===== src/rtl/term_tx_arbiter.sv =====
// rtl/term_tx_arbiter.sv - two-source UART TX arbiter with per-byte round-robin and ANSI escape locking
// Optional CR insertion before LF when TERM_TX_ARBITER_CRLF_EN is defined.
module term_tx_arbiter #(
   parameter int LOCK_TIMEOUT = 255,
   parameter int TW           = 16
) (
   input  logic       clk,
   input  logic       rst,
   input  logic [7:0] i_a_data,
   input  logic       i_a_v,
   output logic       o_a_ack,
   input  logic [7:0] i_b_data,
   input  logic       i_b_v,
   output logic       o_b_ack,
   output logic [7:0] o_tx_data,
   output logic       o_tx_v,
   input  logic       i_tx_ready,
   output logic       o_grant,
   output logic       o_locked,
   output logic       o_lock_timeout
);

   typedef enum logic {S_IDLE, S_HOLD} state_t;
   typedef enum logic [1:0] {P_NONE, P_ESC, P_CSI} parse_t;

   state_t        state;
   parse_t        parser;
   parse_t        parser_nx;
   logic [TW-1:0] cnt;
   logic          hold_grant;
   logic          gnt_v;
   logic          sel_v;
   logic          sel;
   logic          expand;
   logic [7:0]    sel_data;
   logic [7:0]    tx_byte;

`ifdef TERM_TX_ARBITER_CRLF_EN
   logic       lf_pend;
   logic [1:0] cr_seen;

   // The inserted CR keeps the grant so the LF that follows cannot be overtaken.
   assign hold_grant = o_locked || lf_pend;
   assign expand     = (sel_data == 8'h0A) && !lf_pend && !cr_seen[sel];
`else
   assign hold_grant = o_locked;
   assign expand     = 1'b0;
`endif

   assign o_locked = (parser != P_NONE);
   assign gnt_v    = o_grant ? i_b_v : i_a_v;
   assign sel_data = sel ? i_b_data : i_a_data;
   assign tx_byte  = expand ? 8'h0D : sel_data;

   always_comb begin
      sel_v = 1'b0;
      sel   = o_grant;
      if (state == S_IDLE && i_tx_ready) begin
         if (hold_grant) begin
            sel_v = gnt_v;
         end else if (i_a_v && i_b_v) begin
            sel_v = 1'b1;
            sel   = ~o_grant;
         end else if (i_a_v || i_b_v) begin
            sel_v = 1'b1;
            sel   = i_b_v;
         end
      end
   end

   always_comb begin
      parser_nx = parser;
      if (tx_byte == 8'h1B) begin
         parser_nx = P_ESC;
      end else begin
         case (parser)
            P_ESC:   parser_nx = (tx_byte == 8'h5B) ? P_CSI : P_NONE;
            P_CSI:   if (tx_byte >= 8'h40 && tx_byte <= 8'h7E) parser_nx = P_NONE;
            default: parser_nx = P_NONE;
         endcase
      end
   end

   always_ff @(posedge clk or negedge rst) begin
      if (!rst) begin
         state          <= S_IDLE;
         parser         <= P_NONE;
         cnt            <= '0;
         o_tx_v         <= 1'b0;
         o_tx_data      <= 8'h00;
         o_a_ack        <= 1'b0;
         o_b_ack        <= 1'b0;
         o_grant        <= 1'b1;
         o_lock_timeout <= 1'b0;
`ifdef TERM_TX_ARBITER_CRLF_EN
         lf_pend        <= 1'b0;
         cr_seen        <= 2'b00;
`endif
      end else begin
         o_tx_v         <= 1'b0;
         o_a_ack        <= 1'b0;
         o_b_ack        <= 1'b0;
         o_lock_timeout <= 1'b0;
         if (state == S_HOLD) begin
            state <= S_IDLE;
         end else if (sel_v) begin
            state     <= S_HOLD;
            o_tx_v    <= 1'b1;
            o_tx_data <= tx_byte;
            o_grant   <= sel;
            o_a_ack   <= !sel && !expand;
            o_b_ack   <= sel && !expand;
            parser    <= parser_nx;
            cnt       <= '0;
`ifdef TERM_TX_ARBITER_CRLF_EN
            lf_pend      <= expand;
            cr_seen[sel] <= (tx_byte == 8'h0D);
`endif
         end else if (o_locked && i_tx_ready && !gnt_v) begin
            // A locked source that stops offering bytes releases the TX after LOCK_TIMEOUT idle cycles.
            if (cnt == TW'(LOCK_TIMEOUT - 1)) begin
               parser         <= P_NONE;
               cnt            <= '0;
               o_lock_timeout <= 1'b1;
            end else begin
               cnt <= cnt + TW'(1);
            end
         end
      end
   end

endmodule


===== config.mk =====
export PLATFORM = sky130hd
export DESIGN_NAME = term_tx_arbiter
export DESIGN_NICKNAME = d
export VERILOG_FILES = /design/src/rtl/term_tx_arbiter.sv
export SDC_FILE = /design/constraint.sdc
export NUM_CORES = 1
export LEC_CHECK = 0
export CORE_ASPECT_RATIO = 0.8
export CORE_MARGIN = 3
export CORE_UTILIZATION = 55
export DETAILED_ROUTE_END_ITERATION = 10
export MAX_ROUTING_LAYER = met4
export PLACE_DENSITY_LB_ADDON = 0.2
export SYNTH_ARGS = -nofsm -noshare
export SYNTH_HDL_FRONTEND = slang
export SYNTH_SLANG_ARGS = --single-unit

===== constraint.sdc =====
create_clock -name clk -period 4.07 [get_ports clk]
set_input_delay 0.814 -clock clk [delete_from_list [all_inputs] [get_ports clk]]
set_output_delay 0.814 -clock clk [all_outputs]
set_load 0.005 [all_outputs]

==> results_tabular.tex, run 1 <==
\begin{tabular}{lr}
\hline
Metric & Value \\
\hline
\multicolumn{2}{l}{\textbf{Worst setup path}} \\
\quad Type of element launching the critical path & primary input \\
\quad Logic depth of the worst register-to-register path & 7 \\
\quad Reg-to-Reg End & parser[0]\$\_DFFE\_PN0P\_ \\
\quad Minimum setup slack among reg-to-reg paths & approximately 2 ns \\
\quad Worst EP arrival & around 2.7 ns \\
\quad Kind of capture point of the worst setup path & flop \\
\quad Required arrival time at the worst endpoint & approximately 4.2 ns \\
\quad Maximum fanout encountered on the critical timing path & 9 \\
\quad Startpoint of the most critical register-to-register path & cnt[0]\$\_DFFE\_PN0P\_ \\
\quad Category of the most critical setup path & in -> reg \\
\multicolumn{2}{l}{\textbf{Routing}} \\
\quad Routed wire per std cell & approximately 16 um \\
\quad Iteration-0 DRC count of the detailed router & $\sim$130 \\
\quad Number of remaining DRC errors & 0 \\
\quad Router iterations before antenna repair & 4 \\
\quad Vias after detailed routing & 1556 \\
\quad Detailed-route vias per instance & 6.01 \\
\quad Routed Antenna Nets & 0 \\
\quad Aggregate routed wire length & around 4200 um \\
\multicolumn{2}{l}{\textbf{Layout}} \\
\quad Layout Area Growth over Synthesis & 26.4\% \\
\quad Inserted Diodes & 0 \\
\quad Share of final-layout standard cells stronger than drive strength 1 & 0.0860 \\
\quad Final core occ & 0.762 \\
\quad Number of nets at the end of the flow & between 200 and 250 \\
\multicolumn{2}{l}{\textbf{Die}} \\
\quad Number of placed I/O pins & 35 \\
\quad Width of the die & about 69 um \\
\quad Die Footprint & just under 4000 um\^{}2 \\
\quad DIE HEIGHT & $\sim$56 um \\
\quad Starting utilization of the core area & 0.603 \\
\quad Core area & about 2900 um\^{}2 \\
\quad Number of rows created at floorplan & 17 \\
\multicolumn{2}{l}{\textbf{Synthesis}} \\
\quad Register area share after synthesis & 0.449 \\
\quad Yosys warns & 0 \\
\quad Count of mapped cells out of synthesis & around 180 \\
\quad Syn Area/Cell & roughly 9.6 um\^{}2 \\
\quad Post-synthesis net count & slightly above 200 \\
\quad Total of flip-flops plus latches after synthesis & 31 \\
\quad Post-synth cell types & 47 \\
\quad Cell Area, Synth & 1730 um\^{}2 \\
\quad Number of flops mapped to enable cells by yosys & 0 \\
\quad Leading register cell type out of synthesis & dfrtp\_1 \\
\quad Fraction of registers with async set or reset after synthesis & 1.00 \\
\multicolumn{2}{l}{\textbf{Clock tree}} \\
\quad CTS max path bufs & 2 \\
\quad TritonCTS clock tree & yes \\
\quad Post-cts sizing count & 0 \\
\quad TritonCTS buffer count & 5 \\
\quad Setup fix buffers added after clock tree synthesis & 0 \\
\quad Total number of H-tree levels & 2 \\
\quad Root buffer selected by CTS & clkbuf\_8 \\
\quad TritonCTS Sinks & 31 \\
\quad Clk slew on worst S/H paths & 0.06 ns \\
\quad Skew-Pair Late Insertion Delay & around 0.28 ns \\
\quad CTS Hold Bufs & 0 \\
\multicolumn{2}{l}{\textbf{Placement}} \\
\quad Half-perimeter wire length of the detailed placement result & 3110 um \\
\quad Count of input and output buffers & 34 \\
\quad Gpl congestion & a little over 0.8 \\
\multicolumn{2}{l}{\textbf{Timing}} \\
\quad Clk\_skew & 0.00665 ns \\
\quad Final TNS setup & 0 ns \\
\quad Hold violation total from the final report & 0 \\
\quad F\_max & 399 MHz \\
\quad Count of endpoints failing setup in the final report & 0 \\
\quad Setup repair after global routing missed its margin & no \\
\quad Pins over their slew limit & 0 \\
\quad Actual transition at the worst max-transition pin & between 0.4 and 0.5 ns \\
\quad Final Cycle Share & 0.616 \\
\quad Minimum clock period & 2.51 ns \\
\quad Worst-case headroom to the max-slew limit & 0.700 \\
\multicolumn{2}{l}{\textbf{Power}} \\
\quad Maximum resistive drop on vdd & approximately 340 uV \\
\quad Leakage power & 0.926 nW \\
\quad Pwr/cell area & between 400 and 500 nW/um\^{}2 \\
\multicolumn{2}{l}{\textbf{Run status}} \\
\quad Status & finished clean \\
\multicolumn{2}{l}{\textbf{Worst hold path}} \\
\quad Cell count of the worst hold path & 2 \\
\quad Hold crit path type & reg -> reg \\
\quad Hold Startpoint & o\_tx\_data[7]\$\_DFFE\_PN0P\_ \\
\quad Hold Path Sink & o\_tx\_data[7]\$\_DFFE\_PN0P\_ \\
\multicolumn{2}{l}{\textbf{GRT}} \\
\quad Grt ovf & 0 \\
\quad Gr usage total & 0.254 \\
\quad Number of global-route vias before repair & $\sim$1600 \\
\quad First-pass GRT wire length & around 7200 um \\
\quad Initial antenna violation count & 0 \\
\quad Largest net degree at the start of global routing & 32 \\
\multicolumn{2}{l}{\textbf{Job}} \\
\quad Number of maximum-capacitance violations & 0 \\
\hline
\end{tabular}
==> power breakdown <==
part | leakage (nW) | internal, mW | switching (mW)
combinational | 0.486 | 0.215 | 0.192
sequential | 0.398 | 0.384 | 0.0690
clock | 0.0422 | 0.120 | 0.109
total | 0.926 | 0.719 | 0.370
==> state kept, by name, indices dropped and copies added, names as in the netlist <==
signal,flops
cnt,16
o_tx_data,8
parser,2
o_a_ack,1
o_b_ack,1
o_grant,1
o_lock_timeout,1
state,1
==> cell type report <==
cell class	count	area [um^2]
fill	208	684
clock buffer	7	76.3
tap	38	47.5
timing repair buffer	35	348
multi-input combinational	140	907
sequential	31	777
inverter	7	26.3
clock inverter	1	5.00
==> synthesized netlist by cell type (3+ instances only) <==
cell type  instances  area share
nand4_1            7       0.025
a21oi_1           12       0.035
nor3_1             4       0.012
o21ai_0            9       0.026
xnor2_1            3       0.015
nor2b_1            3       0.011
inv_1              5       0.011
nand2_1            6       0.013
nand3_1           11       0.032
dfrtp_1           30        0.43
nor2_1            27       0.059
and3_1             3       0.011
and4_1             3       0.015
xor2_1             6       0.030
mux2i_1           10       0.058
==> cells by family after synthesis <==
group | synth area share
adders and majority gates | 0.0145
xor gates and xnor gates | 0.0456
buffers and inverters | 0.0268
DFF | 0.449
AOI/OAI and AO/OA | 0.127
muxes | 0.0730
and+or+nand+nor | 0.264
==> worst max path at each step <==
stage / slack (ns) / end / from / cells after the start
floorplan: 1.99 / cnt[12]$_DFFE_PN0P_ / i_b_v / 5
global placement: 1.40 / o_tx_data[2]$_DFFE_PN0P_ / i_tx_ready / 7
detailed placement: 1.30 / o_tx_data[4]$_DFFE_PN0P_ / i_tx_ready / 7
CTS: 1.58 / o_tx_data[4]$_DFFE_PN0P_ / i_tx_ready / 7
global route: 1.41 / o_tx_data[4]$_DFFE_PN0P_ / i_tx_ready / 7
finish: 1.56 / o_tx_data[2]$_DFFE_PN0P_ / i_tx_ready / 7
==> cell usage in the layout, fill, tap and decap left out, types with 2 or more instances in the layout <==
master,Yosys,layout
xnor2_1,3,3
nand3_1,11,11
or2_1,2,2
inv_2,2,2
clkbuf_8,0,5
and3_1,3,3
a22o_1,2,2
dfrtp_1,30,30
nand2b_1,2,2
ha_1,2,2
nor2b_1,3,3
nand2_1,6,6
clkbuf_1,1,2
xor2_1,6,6
clkdlybuf4s50_1,0,34
nor2_1,27,27
mux2i_1,10,10
nor3_1,4,4
o21a_1,2,2
and4_1,3,3
nand4_1,7,7
o21ai_0,9,9
a21oi_1,12,12
o221ai_1,2,2
nor4_1,2,2
or4_1,2,2
inv_1,5,5
nor4b_1,2,2
==> per-layer routing <==
layer / vias to the layer above / GRT usage / share of wire
met2: 52 / 0.380 / 0.47
li1: 737 / - / -
met4: 0 / 0.0694 / 0.011
met1: 760 / 0.345 / 0.46
met3: 7 / 0.0606 / 0.061
met5: - / - / 0
==> through the flow <==
step	instance area, um^2	hold WS, ns	std cells	setup WS [ns]	total power [mW]
2_1_floorplan	1730	0.498	181	1.99	0.670
3_3_place_gp	2110	0.511	251	1.40	0.842
3_5_place_dp	2110	0.529	251	1.30	0.861
4_1_cts	2190	0.542	259	1.58	1.09
5_1_grt	2190	0.566	259	1.41	1.17
6_report	2190	0.533	259	1.56	1.09
==> critical path, cell delays in order <==
cell and delay [ns]:
clkdlybuf4s50_1 0.50, nor4b_2 0.24, and3_1 0.21, or2_1 0.39, inv_2 0.18, mux2i_1 0.22
a21oi_1 0.10
No activity file was read; power rests on OpenSTA's default activity.
==> run 2: changes to the inputs <==
- CORE_UTILIZATION: 55 -> 51
- clock period: 4.07 -> 2.5 ns (I/O delays scaled with it)
==> run 2 against run 1 <==
Compared with the run above: sequential cell count is the same; critical path type unchanged; critical endpoint unchanged; cell area rose by 1.8%; clock power is 120% higher; count of clock-buffer cells in the layout down 1.
==> results_tabular.tex, run 2 (synthesis results as in run 1) <==
\begin{tabular}{lr}
\hline
Metric & Value \\
\hline
\multicolumn{2}{l}{\textbf{Run status}} \\
\quad Status & finished clean \\
\multicolumn{2}{l}{\textbf{Layout}} \\
\quad Share of final-layout standard cells stronger than drive strength 1 & 0.0950 (+0.00905) \\
\quad Layout Area Growth over Synthesis & 28.6\% \\
\quad Biggest regs & cnt (16), o\_tx\_data (8), parser (2) \\
\quad Fillers & 252 (+21\%) \\
\quad Most frequent cells in the layout & clkdlybuf4s50\_1 (34), dfrtp\_1 (30), nor2\_1 (27) \\
\quad Inserted Diodes & 0 (unchanged) \\
\quad Most common library cell in the layout ignoring fill and taps & clkdlybuf4s50\_1 \\
\quad Number of nets at the end of the flow & 243 (unchanged) \\
\quad Largest register FFs & 16 (unchanged) \\
\quad Biggest register & cnt \\
\multicolumn{2}{l}{\textbf{Routing}} \\
\quad Routed Antenna Nets & 0 (unchanged) \\
\quad Routed wire per std cell & 15.8 um (-2.3\%) \\
\quad Detailed-route vias per instance & 5.73 (-4.6\%) \\
\quad Vias after detailed routing & 1496 (-3.9\%) \\
\quad Router iterations before antenna repair & 4 (unchanged) \\
\quad Iteration-0 DRC count of the detailed router & 117 (-9.3\%) \\
\quad Number of remaining DRC errors & 0 (unchanged) \\
\quad Aggregate routed wire length & 4140 um (-1.5\%) \\
\multicolumn{2}{l}{\textbf{Die}} \\
\quad Core area & 3180 um\^{}2 (+11\%) \\
\quad Starting utilization of the core area & 0.545 (-0.0577) \\
\quad DIE HEIGHT & 58.1 um (+3.4\%) \\
\quad Number of rows created at floorplan & 18 (+1) \\
\quad Die Footprint & 4130 um\^{}2 (+7.1\%) \\
\quad Number of placed I/O pins & 35 (unchanged) \\
\quad Width of the die & 71.1 um (+3.5\%) \\
\multicolumn{2}{l}{\textbf{Placement}} \\
\quad Gpl congestion & 0.858 (+3.1\%) \\
\quad Count of input and output buffers & 34 (unchanged) \\
\quad Half-perimeter wire length of the detailed placement result & 3120 um (+0.30\%) \\
\multicolumn{2}{l}{\textbf{Timing}} \\
\quad Final TNS setup & 0 ns (unchanged) \\
\quad Hold violation total from the final report & 0 (unchanged) \\
\quad Setup repair after global routing missed its margin & no \\
\quad Minimum clock period & about 2.2 ns \\
\quad Worst-case headroom to the max-slew limit & 0.691 (-0.00890) \\
\quad Clk\_skew & 0.00258 ns (-0.00407 ns) \\
\quad F\_max & around 460 MHz \\
\quad Count of endpoints failing setup in the final report & 0 (unchanged) \\
\quad Actual transition at the worst max-transition pin & 0.463 ns (+0.0133 ns) \\
\quad Pins over their slew limit & 0 (unchanged) \\
\quad Final Cycle Share & 0.872 \\
\multicolumn{2}{l}{\textbf{Worst setup path}} \\
\quad Kind of capture point of the worst setup path & flop \\
\quad Worst EP arrival & 2.34 ns (-0.32 ns) \\
\quad Required arrival time at the worst endpoint & 2.66 ns (-1.56 ns) \\
\quad Maximum fanout encountered on the critical timing path & 9 (unchanged) \\
\quad Category of the most critical setup path & in -> reg \\
\quad Type of element launching the critical path & primary input \\
\multicolumn{2}{l}{\textbf{Clock tree}} \\
\quad CTS Hold Bufs & 0 (unchanged) \\
\quad Root buffer selected by CTS & clkbuf\_8 \\
\quad Post-cts sizing count & 0 (unchanged) \\
\quad TritonCTS clock tree & yes \\
\quad TritonCTS buffer count & 5 (unchanged) \\
\quad Skew-Pair Late Insertion Delay & 0.29 ns (about the same) \\
\quad Total number of H-tree levels & 2 (unchanged) \\
\quad Clk slew on worst S/H paths & 0.06 ns (about the same) \\
\quad Setup fix buffers added after clock tree synthesis & 0 (unchanged) \\
\quad TritonCTS Sinks & 31 (unchanged) \\
\quad CTS max path bufs & 2 (unchanged) \\
\multicolumn{2}{l}{\textbf{GRT}} \\
\quad Largest net degree at the start of global routing & 32 (unchanged) \\
\quad Number of global-route vias before repair & 1505 (-3.8\%) \\
\quad First-pass GRT wire length & 6980 um (-3.1\%) \\
\quad Initial antenna violation count & 0 (unchanged) \\
\quad Grt ovf & 0 (unchanged) \\
\quad Gr usage total & 0.227 (-0.0270) \\
\multicolumn{2}{l}{\textbf{Power}} \\
\quad Maximum resistive drop on vdd & 554 uV (+65\%) \\
\quad Total power & 1.90 mW (+75\%) \\
\quad Pwr/cell area & 855 nW/um\^{}2 (+72\%) \\
\quad Leakage power & 0.945 nW (+2.0\%) \\
\multicolumn{2}{l}{\textbf{Worst hold path}} \\
\quad Hold crit path type & reg -> reg \\
\multicolumn{2}{l}{\textbf{Job}} \\
\quad Number of maximum-capacitance violations & 0 (unchanged) \\
\hline
\end{tabular}
==> run 2: stage by stage <==
stage	area (um^2)	instances	util	worst slack, ns	hold slack [ns]
after floorplan	1730	181	-	0.733	0.204
after global placement	2110	253	0.664	0.152	0.513
after detailed placement	2110	253	0.664	0.0345	0.521
after CTS	2230	261	0.701	0.337	0.546
after global routing	2230	261	0.701	0.177	0.563
final	2230	261	0.701	0.321	0.539
==> run 2: cell type report <==
class,instances,area [um^2],area share
Inverter,7,26.3,0.0118
Multi-Input combinational cell,140,907,0.408
Timing Repair Buffer,35,348,0.156
Clock inverter,2,35.0,0.0157
Clock buffer,6,82.6,0.0371
Sequential cell,31,777,0.349
Tap cell,40,50.0,0.0225
==> run 2: path summary, 6_finish.rpt <==
kind | start | endpoint | slack, ns | cells after the start
min in group asynchronous | rst | o_a_ack$_DFF_PN0_ | 0.60 | 2
max | i_tx_ready | o_tx_data[2]$_DFFE_PN0P_ | 0.32 | 7
min reg2reg | o_tx_data[1]$_DFFE_PN0P_ | o_tx_data[1]$_DFFE_PN0P_ | 0.54 | 2
min | o_tx_data[1]$_DFFE_PN0P_ | o_tx_data[1]$_DFFE_PN0P_ | 0.54 | 2
max reg2reg | parser[0]$_DFFE_PN0P_ | o_tx_data[2]$_DFFE_PN0P_ | 0.51 | 6
max in group asynchronous | rst | o_grant$_DFFE_PN1P_ | 1.58 | 2
==> run 2: per-layer routing <==
metal,wire (um),track usage,vias up
met2,1850,0.328,25
met1,2040,0.300,726
met3,154,0.0676,9
met4,91,0.0938,0
li1,-,-,736
met5,0,-,-
==> run 2: power breakdown <==
part,internal [mW],switching (mW)
Combinational,0.350,0.307
Clock,0.322,0.191
Sequential,0.625,0.107
==> run 2: critical path, cell delays in order <==
cell	delay, ns
clkdlybuf4s50_1	0.50
nor4b_2	0.26
and3_1	0.20
or2_1	0.39
inv_2	0.18
mux2i_1	0.21
a21oi_1	0.10
